`config.mk`:
```
export PLATFORM = sky130hd
export DESIGN_NAME = instr_dispatcher
export DESIGN_NICKNAME = d
export VERILOG_FILES = /design/src/rtl/dispatcher_pkg.sv /design/src/rtl/sync_fifo.sv /design/src/rtl/instr_dispatcher.sv
export SDC_FILE = /design/constraint.sdc
export NUM_CORES = 1
export LEC_CHECK = 0
export ABC_AREA = 1
export ABC_CLOCK_PERIOD_IN_PS = 5300
export BUFFER_PORTS_ARGS = -buffer_cell sky130_fd_sc_hd__buf_2
export CORE_MARGIN = 1
export CORE_UTILIZATION = 65
export DETAILED_ROUTE_END_ITERATION = 10
export GPL_ROUTABILITY_DRIVEN = 0
export PLACE_DENSITY_LB_ADDON = 0.2
export SLEW_MARGIN = 20
export SYNTH_ARGS = -nofsm -noshare
export SYNTH_HDL_FRONTEND = slang
export SYNTH_SLANG_ARGS = --single-unit
```
`constraint.sdc`:
```
create_clock -name clk -period 5.3 [get_ports clk]
set_clock_uncertainty 0.1 [all_clocks]
set_input_delay 1.06 -clock clk [delete_from_list [all_inputs] [get_ports clk]]
set_output_delay 1.06 -clock clk [all_outputs]
set_load 0.005 [all_outputs]
```
`src/rtl/dispatcher_pkg.sv`:
```
// Shared definitions for the instruction dispatcher: legal ALU opcodes,
// dispatcher FSM state encoding and the opcode legality check.
package dispatcher_pkg;

  localparam logic [7:0] OP_ADD  = 8'h01;
  localparam logic [7:0] OP_SUB  = 8'h02;
  localparam logic [7:0] OP_AND  = 8'h03;
  localparam logic [7:0] OP_OR   = 8'h04;
  localparam logic [7:0] OP_XOR  = 8'h05;
  localparam logic [7:0] OP_NOT  = 8'h06;
  localparam logic [7:0] OP_SHL  = 8'h07;
  localparam logic [7:0] OP_SHR  = 8'h08;
  localparam logic [7:0] OP_INC  = 8'h09;
  localparam logic [7:0] OP_DEC  = 8'h0A;
  localparam logic [7:0] OP_NAND = 8'h0B;
  localparam logic [7:0] OP_XNOR = 8'h0C;

  localparam logic [7:0] OP_MIN  = OP_ADD;
  localparam logic [7:0] OP_MAX  = OP_XNOR;

  typedef enum logic [1:0] {
    EMPTY     = 2'd0,
    WAIT_CORE = 2'd1,
    ISSUE     = 2'd2
  } disp_state_e;

  function automatic logic is_legal_opcode(input logic [7:0] op);
    return (op >= OP_MIN) && (op <= OP_MAX);
  endfunction

endpackage

```
`src/rtl/sync_fifo.sv`:
```
// Single-clock FIFO with registered pointers/count and a combinational head.
// DEPTH must be a power of two so the pointers wrap by natural overflow.
module sync_fifo #(
  parameter int WIDTH = 24,
  parameter int DEPTH = 8
) (
  input  logic                     clk,
  input  logic                     reset,
  input  logic                     wr_en,
  input  logic [WIDTH-1:0]         wr_data,
  input  logic                     rd_en,
  output logic [WIDTH-1:0]         rd_data,
  output logic                     full,
  output logic                     empty,
  output logic [$clog2(DEPTH):0]   count
);

  localparam int AW = $clog2(DEPTH);
  localparam int CW = AW + 1;

  logic [WIDTH-1:0] mem_q [DEPTH];
  logic [AW-1:0]    wr_ptr_q, wr_ptr_d;
  logic [AW-1:0]    rd_ptr_q, rd_ptr_d;
  logic [CW-1:0]    count_q, count_d;
  logic             wr_ok, rd_ok;

  always_comb begin
    wr_ok    = wr_en && !full;
    rd_ok    = rd_en && !empty;
    wr_ptr_d = wr_ptr_q + AW'(wr_ok);
    rd_ptr_d = rd_ptr_q + AW'(rd_ok);
    count_d  = count_q + CW'(wr_ok) - CW'(rd_ok);
  end

  always_ff @(posedge clk or posedge reset) begin
    if (reset) begin
      wr_ptr_q <= '0;
      rd_ptr_q <= '0;
      count_q  <= '0;
    end else begin
      wr_ptr_q <= wr_ptr_d;
      rd_ptr_q <= rd_ptr_d;
      count_q  <= count_d;
    end
  end

  // Storage is data only; stale entries are unreachable once the pointers reset.
  always_ff @(posedge clk) begin
    if (wr_ok) mem_q[wr_ptr_q] <= wr_data;
  end

  assign rd_data = mem_q[rd_ptr_q];
  assign full    = (count_q == CW'(DEPTH));
  assign empty   = (count_q == '0);
  assign count   = count_q;

endmodule

```
`src/rtl/instr_dispatcher.sv`:
```
// Buffers ALU instructions and issues them round-robin to NUM_CORES cores.
// Optional DISPATCH_TRAP_EN: illegal opcodes raise a sticky trap that blocks input.
module instr_dispatcher
  import dispatcher_pkg::*;
#(
  parameter int NUM_CORES  = 4,
  parameter int FIFO_DEPTH = 8,
  parameter int OPERAND_W  = 8
) (
  input  logic                          clk,
  input  logic                          reset,
`ifdef DISPATCH_TRAP_EN
  output logic                          trap,
  input  logic                          trap_clear,
`endif
  input  logic                          in_valid,
  output logic                          in_ready,
  input  logic [7:0]                    in_opcode,
  input  logic [OPERAND_W-1:0]          in_op_a,
  input  logic [OPERAND_W-1:0]          in_op_b,
  output logic [NUM_CORES-1:0]          out_valid,
  input  logic [NUM_CORES-1:0]          out_ready,
  output logic [7:0]                    out_opcode,
  output logic [OPERAND_W-1:0]          out_op_a,
  output logic [OPERAND_W-1:0]          out_op_b,
  output logic [$clog2(FIFO_DEPTH):0]   fifo_count,
  output logic [7:0]                    illegal_count,
  output logic                          busy
);

  localparam int CW = $clog2(FIFO_DEPTH) + 1;
  localparam int TW = $clog2(NUM_CORES);
  localparam int IW = 8 + 2 * OPERAND_W;

  function automatic logic [7:0] sat_inc(input logic [7:0] v);
    return (v == 8'hFF) ? v : v + 8'd1;
  endfunction

  function automatic logic [TW-1:0] core_add(input logic [TW-1:0] base, input int off);
    int s;
    s = int'(base) + off;
    if (s >= NUM_CORES) s = s - NUM_CORES;
    return TW'(s);
  endfunction

  disp_state_e            state_q, state_d;
  logic [TW-1:0]          rr_ptr_q, rr_ptr_d;
  logic [TW-1:0]          target_q, target_d;
  logic [NUM_CORES-1:0]   out_valid_q, out_valid_d;
  logic [7:0]             opcode_q, opcode_d;
  logic [OPERAND_W-1:0]   op_a_q, op_a_d;
  logic [OPERAND_W-1:0]   op_b_q, op_b_d;
  logic [7:0]             illegal_q, illegal_d;
  logic                   in_ready_q, in_ready_d;
  logic                   trap_q, trap_d;

  logic                   accept, legal, fifo_wr, fifo_pop;
  logic                   fifo_full, fifo_empty;
  logic [IW-1:0]          fifo_rd_data;
  logic [CW-1:0]          fifo_count_nxt;
  logic [NUM_CORES-1:0]   ready_rot;
  logic                   found;
  logic [TW-1:0]          sel;

  sync_fifo #(
    .WIDTH (IW),
    .DEPTH (FIFO_DEPTH)
  ) u_fifo (
    .clk     (clk),
    .reset   (reset),
    .wr_en   (fifo_wr),
    .wr_data ({in_opcode, in_op_a, in_op_b}),
    .rd_en   (fifo_pop),
    .rd_data (fifo_rd_data),
    .full    (fifo_full),
    .empty   (fifo_empty),
    .count   (fifo_count)
  );

  // Rotate readiness so bit 0 is rr_ptr; the lowest set bit is the next core.
  always_comb begin
    ready_rot = NUM_CORES'({out_ready, out_ready} >> rr_ptr_q);
    found     = 1'b0;
    sel       = rr_ptr_q;
    for (int k = NUM_CORES - 1; k >= 0; k--) begin
      if (ready_rot[k]) begin
        found = 1'b1;
        sel   = core_add(rr_ptr_q, k);
      end
    end
  end

  always_comb begin
    state_d     = state_q;
    rr_ptr_d    = rr_ptr_q;
    target_d    = target_q;
    out_valid_d = out_valid_q;
    opcode_d    = opcode_q;
    op_a_d      = op_a_q;
    op_b_d      = op_b_q;
    fifo_pop    = 1'b0;
    case (state_q)
      EMPTY: begin
        if (!fifo_empty) begin
          fifo_pop                   = 1'b1;
          {opcode_d, op_a_d, op_b_d} = fifo_rd_data;
          state_d                    = WAIT_CORE;
        end
      end
      WAIT_CORE: begin
        if (found) begin
          target_d    = sel;
          out_valid_d = NUM_CORES'(1) << sel;
          state_d     = ISSUE;
        end
      end
      ISSUE: begin
        // Offer is held, target fixed, until the selected core takes it.
        if (out_ready[target_q]) begin
          rr_ptr_d    = core_add(target_q, 1);
          out_valid_d = '0;
          if (!fifo_empty) begin
            fifo_pop                   = 1'b1;
            {opcode_d, op_a_d, op_b_d} = fifo_rd_data;
            state_d                    = WAIT_CORE;
          end else begin
            state_d = EMPTY;
          end
        end
      end
      default: state_d = EMPTY;
    endcase
  end

  always_comb begin
    accept         = in_valid && in_ready_q;
    legal          = is_legal_opcode(in_opcode);
    fifo_wr        = accept && legal && !fifo_full;
    illegal_d      = (accept && !legal) ? sat_inc(illegal_q) : illegal_q;
    fifo_count_nxt = fifo_count + CW'(fifo_wr) - CW'(fifo_pop);
`ifdef DISPATCH_TRAP_EN
    trap_d         = (trap_q && !trap_clear) || (accept && !legal);
`else
    trap_d         = 1'b0;
`endif
    in_ready_d     = (fifo_count_nxt != CW'(FIFO_DEPTH)) && !trap_d;
  end

  always_ff @(posedge clk or posedge reset) begin
    if (reset) begin
      state_q     <= EMPTY;
      rr_ptr_q    <= '0;
      target_q    <= '0;
      out_valid_q <= '0;
      opcode_q    <= '0;
      op_a_q      <= '0;
      op_b_q      <= '0;
      illegal_q   <= '0;
      in_ready_q  <= 1'b1;
      trap_q      <= 1'b0;
    end else begin
      state_q     <= state_d;
      rr_ptr_q    <= rr_ptr_d;
      target_q    <= target_d;
      out_valid_q <= out_valid_d;
      opcode_q    <= opcode_d;
      op_a_q      <= op_a_d;
      op_b_q      <= op_b_d;
      illegal_q   <= illegal_d;
      in_ready_q  <= in_ready_d;
      trap_q      <= trap_d;
    end
  end

`ifdef DISPATCH_TRAP_EN
  assign trap = trap_q;
`else
  logic unused_trap;
  assign unused_trap = trap_q;
`endif

  assign in_ready      = in_ready_q;
  assign out_valid     = out_valid_q;
  assign out_opcode    = opcode_q;
  assign out_op_a      = op_a_q;
  assign out_op_b      = op_b_q;
  assign illegal_count = illegal_q;
  assign busy          = (fifo_count != '0) || (state_q != EMPTY);

endmodule

```
Word level (Yosys, flattened, before mapping)
Memories as Yosys holds them, arrays and structs flattened.
Cells that the tools add are included.
{ "totals": {"out_inout_bits": 42, "n_memories": 1, "register_bits": 53, "mem_bits_rw": 192} }
{ "op_classes": {"reduce_logical": 23, "add_sub_neg": 16, "n_bitwise": 1, "mux": 37, "n_lt_le_gt_ge": 8, "n_shift": 2, "eq_ne": 8} }
{ "memory_table": {"columns": ["memory", "depth", "word_bits", "read_ports", "rd_clocked_by_memory_dff", "write_ports", "line", "rtl"], "rows": [
  ["u_fifo.mem_q", 8, 24, 1, 0, 1, "sync_fifo.sv:21", "logic [WIDTH-1:0] mem_q [DEPTH];"]
]} }
{ "op_table": {"columns": ["cell", "count"], "rows": [
  ["$mux 8", 6],
  ["$pmux 8 s2", 3],
  ["$mux 2", 12],
  ["$ge 3x3->1 const B", 4],
  ["$mux 1", 10],
  ["$sub 2x1->2 const B", 5],
  ["$add 4x1->4", 2],
  ["$add 8x1->8 const B", 1],
  ["$eq 8x8->1 const B", 1],
  ["$ge 8x1->1 const B", 1],
  ["$le 8x4->1 const B", 1],
  ["$mux 4", 2],
  ["$pmux 4 s2", 1],
  ["$reduce_and 2->1", 4],
  ["$shr 8x2->4", 1],
  ["$sub 4x1->4", 2],
  ["$logic_and 1x1->1", 7],
  ["$add 2x1->3 const B", 2],
  ["$add 2x2->3 const B", 2],
  ["$add 3x1->3", 2],
  ["$ne 2x2->1 const B", 3],
  ["$pmux 2 s3", 1],
  ["$reduce_and 3->1", 2],
  ["$reduce_bool 2->1", 3],
  ["other kinds (15)", 17]
]} }

Depth between registers and ports, before layout
Gate-level depths: netlist (run 1).
{ "logic_depth": {"depth_word": 10, "depth_mapped": 18, "ltp_nobuf": 17} }

By module
Synthesis (run 1) repeated with hierarchy kept, for this count alone.
{ "unflattened": {"hier_cells": 1182, "area_unflattened_um2": 11234.5} }
{ "modules_own_cells": {"columns": ["module", "area_per_inst_um2", "cells_per_inst", "n_inst", "seq_area_each_um2"], "rows": [
  ["sync_fifo", 8938.6, 891, 1, 6015.8],
  ["instr_dispatcher", 2296.0, 291, 1, 1077.3]
]} }

Worst setup path before layout (run 1)
No wires, ideal clock.
{ "synth_timing": {"path_kind": "input port to flip-flop", "from": "input in_opcode[7]", "to": "memory u_fifo.mem_q[0][0] (enable)", "path_slack_ns": 1.975, "setup_ns": 0.405, "path_stages": 5, "arrival_ns": 2.820, "required_ns": 4.795, "path_cell_list": "nor4_1 -> nand2_1 -> nor3_2 -> nand2_1 -> nor2_1"} }
{ "synth_between": {"elab_chain_len": 7, "word_cells_on_any_way": 8} }
{ "synth_lines": {"columns": ["element", "line", "rtl"], "rows": [
  ["start, declared", "instr_dispatcher.sv:18", "input logic [7:0] in_opcode,"],
  ["$ge 8x1->1 or $le 8x4->1 (tied branches)", "dispatcher_pkg.sv:28", "return (op >= OP_MIN) && (op <= OP_MAX);"],
  ["$logic_and 1x1->1 (*)", "dispatcher_pkg.sv:28", null],
  ["$logic_and 1x1->1 (*) (2 in series)", "instr_dispatcher.sv:138", "fifo_wr = accept && legal && !fifo_full;"],
  ["$logic_and 1x1->1 (*)", "sync_fifo.sv:28", "wr_ok = wr_en && !full;"],
  ["$mux 1 (*)", "sync_fifo.sv:49", "if (wr_ok) mem_q[wr_ptr_q] <= wr_data;"],
  ["$mux 1 (implied by the code) (*)", "sync_fifo.sv:49", null],
  ["end, declared", "sync_fifo.sv:21", null]
]} }
Every way passes the cells marked *; elsewhere a longest branch is shown, timed or not.

Worst setup path in the final report (run 1)
{ "layout_timing": {"from": "input out_ready[3]", "to": "register in_ready_q (netlist: in_ready)"} }
{ "layout_between": {"elab_chain_len": 6} }
{ "layout_lines": {"columns": ["element", "line", "rtl"], "rows": [
  ["start, declared", "instr_dispatcher.sv:22", "input logic [NUM_CORES-1:0] out_ready,"],
  ["$bmux 1 s2", "instr_dispatcher.sv:119", "if (out_ready[target_q]) begin"],
  ["$mux 1 (implied by the code)", "instr_dispatcher.sv:119", null],
  ["$mux 1", "instr_dispatcher.sv:119", null],
  ["$pmux 1 s2", "instr_dispatcher.sv:102", "case (state_q)"],
  ["$sub 4x1->4", "instr_dispatcher.sv:140", "fifo_count_nxt = fifo_count + CW'(fifo_wr) - CW'(fifo_pop);"],
  ["$ne 4x4->1", "instr_dispatcher.sv:146", "in_ready_d = (fifo_count_nxt != CW'(FIFO_DEPTH)) && !trap_d;"],
  ["net in_ready_d", "instr_dispatcher.sv:54", "logic in_ready_q, in_ready_d;"],
  ["end signal, assigned", "instr_dispatcher.sv:170", "in_ready_q <= in_ready_d;"],
  ["end, declared", "instr_dispatcher.sv:54", null]
]} }
The timed path passes the listed nets, and every way through them passes these cells. The select of a mux whose other input is x is not followed.
A chain may end at the register's enable or synchronous reset.

==> results of run 1 <==
cell usage after synthesis, types with 5 or more instances:
cell type	count	area share (%)
edfxtp_1	192	55
nand2_1	170	6.0
inv_1	130	4.6
nand3_1	67	3.2
dfrtp_1	52	12
a21oi_1	51	2.4
o21ai_0	51	2.4
o211ai_1	48	3.4
nor2_1	20	0.71
buf_6	16	1.7
o21ai_1	15	0.71
ha_1	14	1.7
clkbuf_1	13	0.46
o21ai_2	12	0.99
buf_2	9	0.43
nand2_2	8	0.47
xnor2_1	7	0.58
buf_4	5	0.35
xor2_1	5	0.41
final timing paths:
kind / startpoint / slack [ns] / to / cells past startpoint
setup / recovery: out_ready[3] / 2.12 / in_ready / 17
hold / removal: out_valid[3] / 0.37 / out_valid[3] / 2
setup reg to reg: u_fifo.count[2] / 2.13 / in_ready / 14
hold reg to reg: out_valid[3] / 0.37 / out_valid[3] / 2
max in group asynchronous: reset / 3.90 / u_fifo.rd_ptr_q[0] / 3
min in group asynchronous: reset / 0.65 / out_valid[0] / 3
routing by layer:
metal  GRT usage, %  part of all wire, %  vias to the layer above
li1               -                    -                     3266
met1          34.32                   44                     3188
met2          42.15                   49                      182
met3          3.716                  4.9                       40
met4          8.482                  2.3                        0
met5              0                    0                        -
final cells by class:
| cell class | instances | area share [%] |
|---|---|---|
| Clock buffer | 31 | 5.661 |
| Clock inverter | 15 | 1.092 |
| Inverter | 133 | 4.293 |
| Multi-Input combinational cell | 492 | 22.71 |
| Sequential cell | 245 | 60.14 |
| Tap cell | 216 | 2.290 |
| Timing Repair Buffer | 84 | 3.816 |
critical path: cells and delay by family:
kind	cells	cell delay, ns
and+or+nand+nor	7	0.95
adders and majority gates	3	0.91
buffers and inverters	6	0.49
AOI/OAI and AO/OA	1	0.06
through the flow:
stage	utilization (%)	total power, mW
5_1_grt	74.30	6.649
4_1_cts	74.30	6.260
3_3_place_gp	69.28	4.497
2_1_floorplan	-	4.172
3_5_place_dp	69.28	4.568
6_report	74.30	6.228
power by group:
part | internal, mW | switching (mW)
logic | 0.741 | 1.21
clock network | 0.992 | 0.699
registers | 2.28 | 0.309
total | 4.01 | 2.21
registers in the layout, indices dropped and copies added, names as in the netlist:
register	flops
out_opcode	8
in_ready	1
u_fifo.mem_q	192
u_fifo.rd_ptr_q	3
u_fifo.wr_ptr_q	3
out_valid	4
out_op_b	8
state_q	2
target_q	2
rr_ptr_q	2
illegal_count	8
u_fifo.count	4
out_op_a	8
kinds of logic after synthesis:
logic type                 Yosys count  share of synthesized area (%)
and+or+nand+nor                    283                          11.85
DFF                                245                          67.05
AOI/OAI and AO/OA                  181                          10.27
buffers and inverters              178                          7.806
adders and majority gates           16                          2.034
xor gates and xnor gates            12                         0.9935
placed cells by master, fill, tap and decap left out, types with 2 or more instances in the layout:
cell type,instances
a21oi_1,51
buf_2,72
buf_4,12
bufinv_16,2
clkbuf_1,4
clkbuf_16,25
clkbuf_8,2
clkinv_1,5
clkinv_2,5
dfrtp_1,50
edfxtp_1,192
fa_1,2
ha_1,14
inv_1,129
inv_2,3
nand2_1,170
nand2_2,8
nand2_4,3
nand3_1,67
nand4_1,2
nor2_1,12
nor2_2,9
nor2_4,3
nor3_1,3
nor3b_1,2
o211ai_1,48
o21ai_0,51
o21ai_1,15
o21ai_2,12
xnor2_1,7
xor2_1,5
==> run summary, run 1 <==
Status -> complete, no violations
Critical path required time -> 5.64 ns
Startpoint Class -> primary input
Slew Limit Fails -> 0
Number of core rows -> 46
Synth cell types -> 38
Largest net degree at the start of global routing -> 103
Initial drt markers -> 567
DRT Wirelength -> 20.42 mm
Clock sinks -> 245
Crit Path Class -> primary input to flip-flop
Critical Path Sink Type -> flip-flop
Core box area -> 0.01589 sq mm
Cts repair resizes -> 0
TritonCTS buffer count -> 25
Register area share after synthesis -> 67.05%
CP Cell Sequence -> buf_2, inv_1, nand2_1, o211ai_2, nand2_1, inv_2, nand2_4, nand2_4, inv_1, ha_1, inv_1, ha_1, inv_1, fa_1, nand2_1, nor3_1, nand3_1
Most used cell along the critical path -> inv_1
Final Cell Area -> 0.01180 sq mm
Post-CTS Setup Inserts -> 0
Hold Slack -> 0.3723 ns
Syn nets -> 962
Fillers -> 1038
Initial antenna violation count -> 0
Max VDD drop -> 0.3703 mV
RSZ-0062 raised after global routing -> false
IO Port Bufs -> 72
Clk slew on worst S/H paths -> 0.06 ns
Power per cell area -> 527.7 mW/mm^2
Initial Util -> 66.60%
EDFF count, synth -> 192
Fin crit share -> 60.00%
Post-DRT Antenna Nets -> 0
Lkg Pwr -> 4.895 nW
Longest Clk Path Bufs -> 3
Layout Nets -> 1028
Max Clk Rate -> 0.3145 GHz
Mapped Cells -> 915
Worst hold-check path type -> flip-flop to flip-flop
Area occupied by multi-input gates -> 0.002680 sq mm
Slew headroom -> 29.98%
First-pass GRT wire length -> 32.23 mm
Post-Syn Area -> 0.01058 sq mm
Inst Count DP -> 1170
DP Wirelength -> 11.73 mm
Die width -> 129.6 um
CP max FO -> 51
Post-DR wirelength/cell -> 16.80 um
DRC -> 0
Vias -> 6676
Top-level port count -> 73
Total gr overflow -> 0
1st-pass router iterations -> 5
Endpoints failing setup -> 0
Final hold viol count -> 0
Setup WS post-layout -> 2.120 ns
Syn_area_per_cell -> 11.56 sq um
CTS tree -> done
Worst slew pin tran -> 1.050 ns
Layout cells sized above 1 -> 16.70%
Seq. cell area -> 0.007098 sq mm
Max Cap Viol -> 0
Post-synthesis register bit count -> 245
Crit path time final -> 3.180 ns
N_diodes -> 0
Dpl ws -> 1.598 ns
CP max stage cell -> nand2_4
GRT Util Overall -> 25.23%
Hold_buf cts -> 0
Area Growth Syn to Fin -> 11.57%
Vias per inst -> 5.490
Main synth FF type -> edfxtp_1
Clk root buf -> clkbuf_16
Asr flop ratio synth -> 21.63%
Clk Latency, worst-skew pair -> 0.51 ns
Placed Instance Area -> 0.01101 sq mm
Die H -> 129.6 um
Slowest stage delay, CP -> 0.48 ns
Non-Filler Instances -> 1216
Die area -> 0.01679 sq mm
Yosys warnings -> 0
Vias in the first global route -> 6416
Critical path data arrival time -> 3.52 ns
H-Tree Depth -> 1
Final setup TNS -> 0 ns
(Power assumes the default switching activity.)
==> run 2: changes to the inputs <==
- ABC_CLOCK_PERIOD_IN_PS: 5300 -> 3000
- CORE_UTILIZATION: 65 -> 60
- clock period: 5.3 -> 3 ns (I/O delays scaled with it)
==> run summary, run 2 (same netlist as run 1, synthesis figures left out) <==
Status -> finished, violations left
Failing checks -> design-rule violations
Die width -> 134.8 um
IO Port Bufs -> 72
Commonest cells after routing, fill and taps aside -> edfxtp_1, nand2_1, inv_1
Max VDD drop -> 0.6989 mV
CTS tree -> done
Final hold viol count -> 0
Non-Filler Instances -> 1238
Clock sinks -> 245
GRT Util Overall -> 22.58%
Power per cell area -> 911.8 mW/mm^2
Slew headroom -> 57.65%
RSZ-0062 raised after global routing -> false
Post-CTS Setup Inserts -> 0
Area occupied by multi-input gates -> 0.002680 sq mm
Worst slew pin tran -> 0.6352 ns
Fillers -> 1226
Initial drt markers -> 646
Fin crit share -> 86.89%
TritonCTS buffer count -> 24
Layout cells sized above 1 -> 17.37%
Clk Latency, worst-skew pair -> 0.51 ns
DRT Wirelength -> 19.68 mm
Hold_buf cts -> 0
Clk root buf -> clkbuf_16
Final setup TNS -> 0 ns
1st-pass router iterations -> 8
Commonest non-fill, non-tap cell in the layout -> edfxtp_1
Buf+Inv Stages, Crit Path -> 4
Area Growth Syn to Fin -> 12.67%
Dpl ws -> 0.2394 ns
Lkg Pwr -> 4.957 nW
Crit path time final -> 2.607 ns
Worst hold-check path type -> primary input to async pin
Slew Limit Fails -> 0
Post-DR wirelength/cell -> 15.90 um
Most flops, register -> u_fifo.mem_q
N_diodes -> 0
Critical Path Sink Type -> flip-flop
H-Tree Depth -> 1
Top-level port count -> 73
Inst Count DP -> 1194
Critical path data arrival time -> 2.94 ns
Most used cell along the critical path -> inv_1
Vias -> 6616
Clk slew on worst S/H paths -> 0.06 ns
Die H -> 134.8 um
CP max stage cell -> fa_1
DP Wirelength -> 11.84 mm
Vias per inst -> 5.344
Die area -> 0.01817 sq mm
First-pass GRT wire length -> 31.70 mm
Critical path required time -> 3.33 ns
DRC -> 1
Longest Clk Path Bufs -> 3
CP Cell Sequence -> inv_1, ha_1, nor3b_1, nor2_1, nand2_4, inv_1, ha_1, inv_1, ha_1, inv_1, fa_1, nand2_1, nor3_1, nand3_1
Vias in the first global route -> 6154
Seq. cell area -> 0.007098 sq mm
Post-DRT Antenna Nets -> 0
Number of core rows -> 48
Initial antenna violation count -> 0
Endpoints failing setup -> 0
Max Clk Rate -> 0.3836 GHz
Initial Util -> 61.37%
Startpoint Class -> flip-flop
Setup WS post-layout -> 0.3934 ns
Crit path max-delay family -> adder cells
Largest net degree at the start of global routing -> 105
Core box area -> 0.01724 sq mm
Total gr overflow -> 0
Cts repair resizes -> 0
Crit Path Class -> flip-flop to flip-flop
Max Cap Viol -> 0
CP max FO -> 4
Slowest stage delay, CP -> 0.48 ns
Layout Nets -> 1042
Number of flip-flops in the largest register -> 192
run 2: worst reg2reg max path: cells and delay by family, from the launching register on:
kind | cells | cell delay (ns)
DFF | 1 | 0.37
adders and majority gates | 4 | 1.04
and+or+nand+nor | 6 | 0.77
buffers and inverters | 4 | 0.25
run 2: area by class of cell:
| cell class | instances | share of cell area, % |
|---|---|---|
| clock buffers | 37 | 5.963 |
| clock inverters | 7 | 0.2414 |
| inverters | 133 | 4.252 |
| multi-input cells | 492 | 22.49 |
| flip-flops and latches | 245 | 59.55 |
| well taps | 225 | 2.362 |
| repair buffers | 99 | 5.144 |
run 2: metrics by stage:
step / power, mW / hold slack, ns / utilization [%] / cell area (sq um)
after floorplan: 7.370 / 0.3726 / - / 10580
after global placement: 8.066 / 0.3604 / 64.86 / 11180
after detailed placement: 8.171 / 0.3644 / 64.86 / 11180
after CTS: 10.98 / 0.03756 / 69.15 / 11920
after global routing: 11.63 / 0.06245 / 69.15 / 11920
final: 10.87 / 0.02862 / 69.15 / 11920
run 2: worst paths after layout:
kind                                 start                  end  slack, ns  depth (start not counted)
max                        u_fifo.count[2]             in_ready       0.39                         14
min                                  reset      u_fifo.count[1]       0.03                          2
max reg2reg                u_fifo.count[2]             in_ready       0.39                         14
min reg2reg                  out_opcode[1]        out_opcode[1]       0.37                          2
max in group asynchronous            reset             in_ready       2.05                          3
min in group clk                in_op_a[4]  u_fifo.mem_q[1][12]       0.27                          1
run 2: per-layer routing:
layer / part of all wire (%) / routed length (um) / global-route usage, % / vias to the layer above
li1: - / - / - / 3297
met5: 0 / 0 / 0 / -
met4: 2.0 / 386 / 6.804 / 0
met1: 45 / 8813 / 32.65 / 3103
met2: 48 / 9486 / 36.14 / 182
met3: 5.0 / 992 / 2.853 / 34
run 2: power breakdown:
part	total, mW	internal (mW)	leakage [nW]	switching [mW]
Sequential	4.29	4.03	2.38	0.252
Combinational	3.79	1.40	2.22	2.39
Clock	2.79	1.62	0.362	1.17
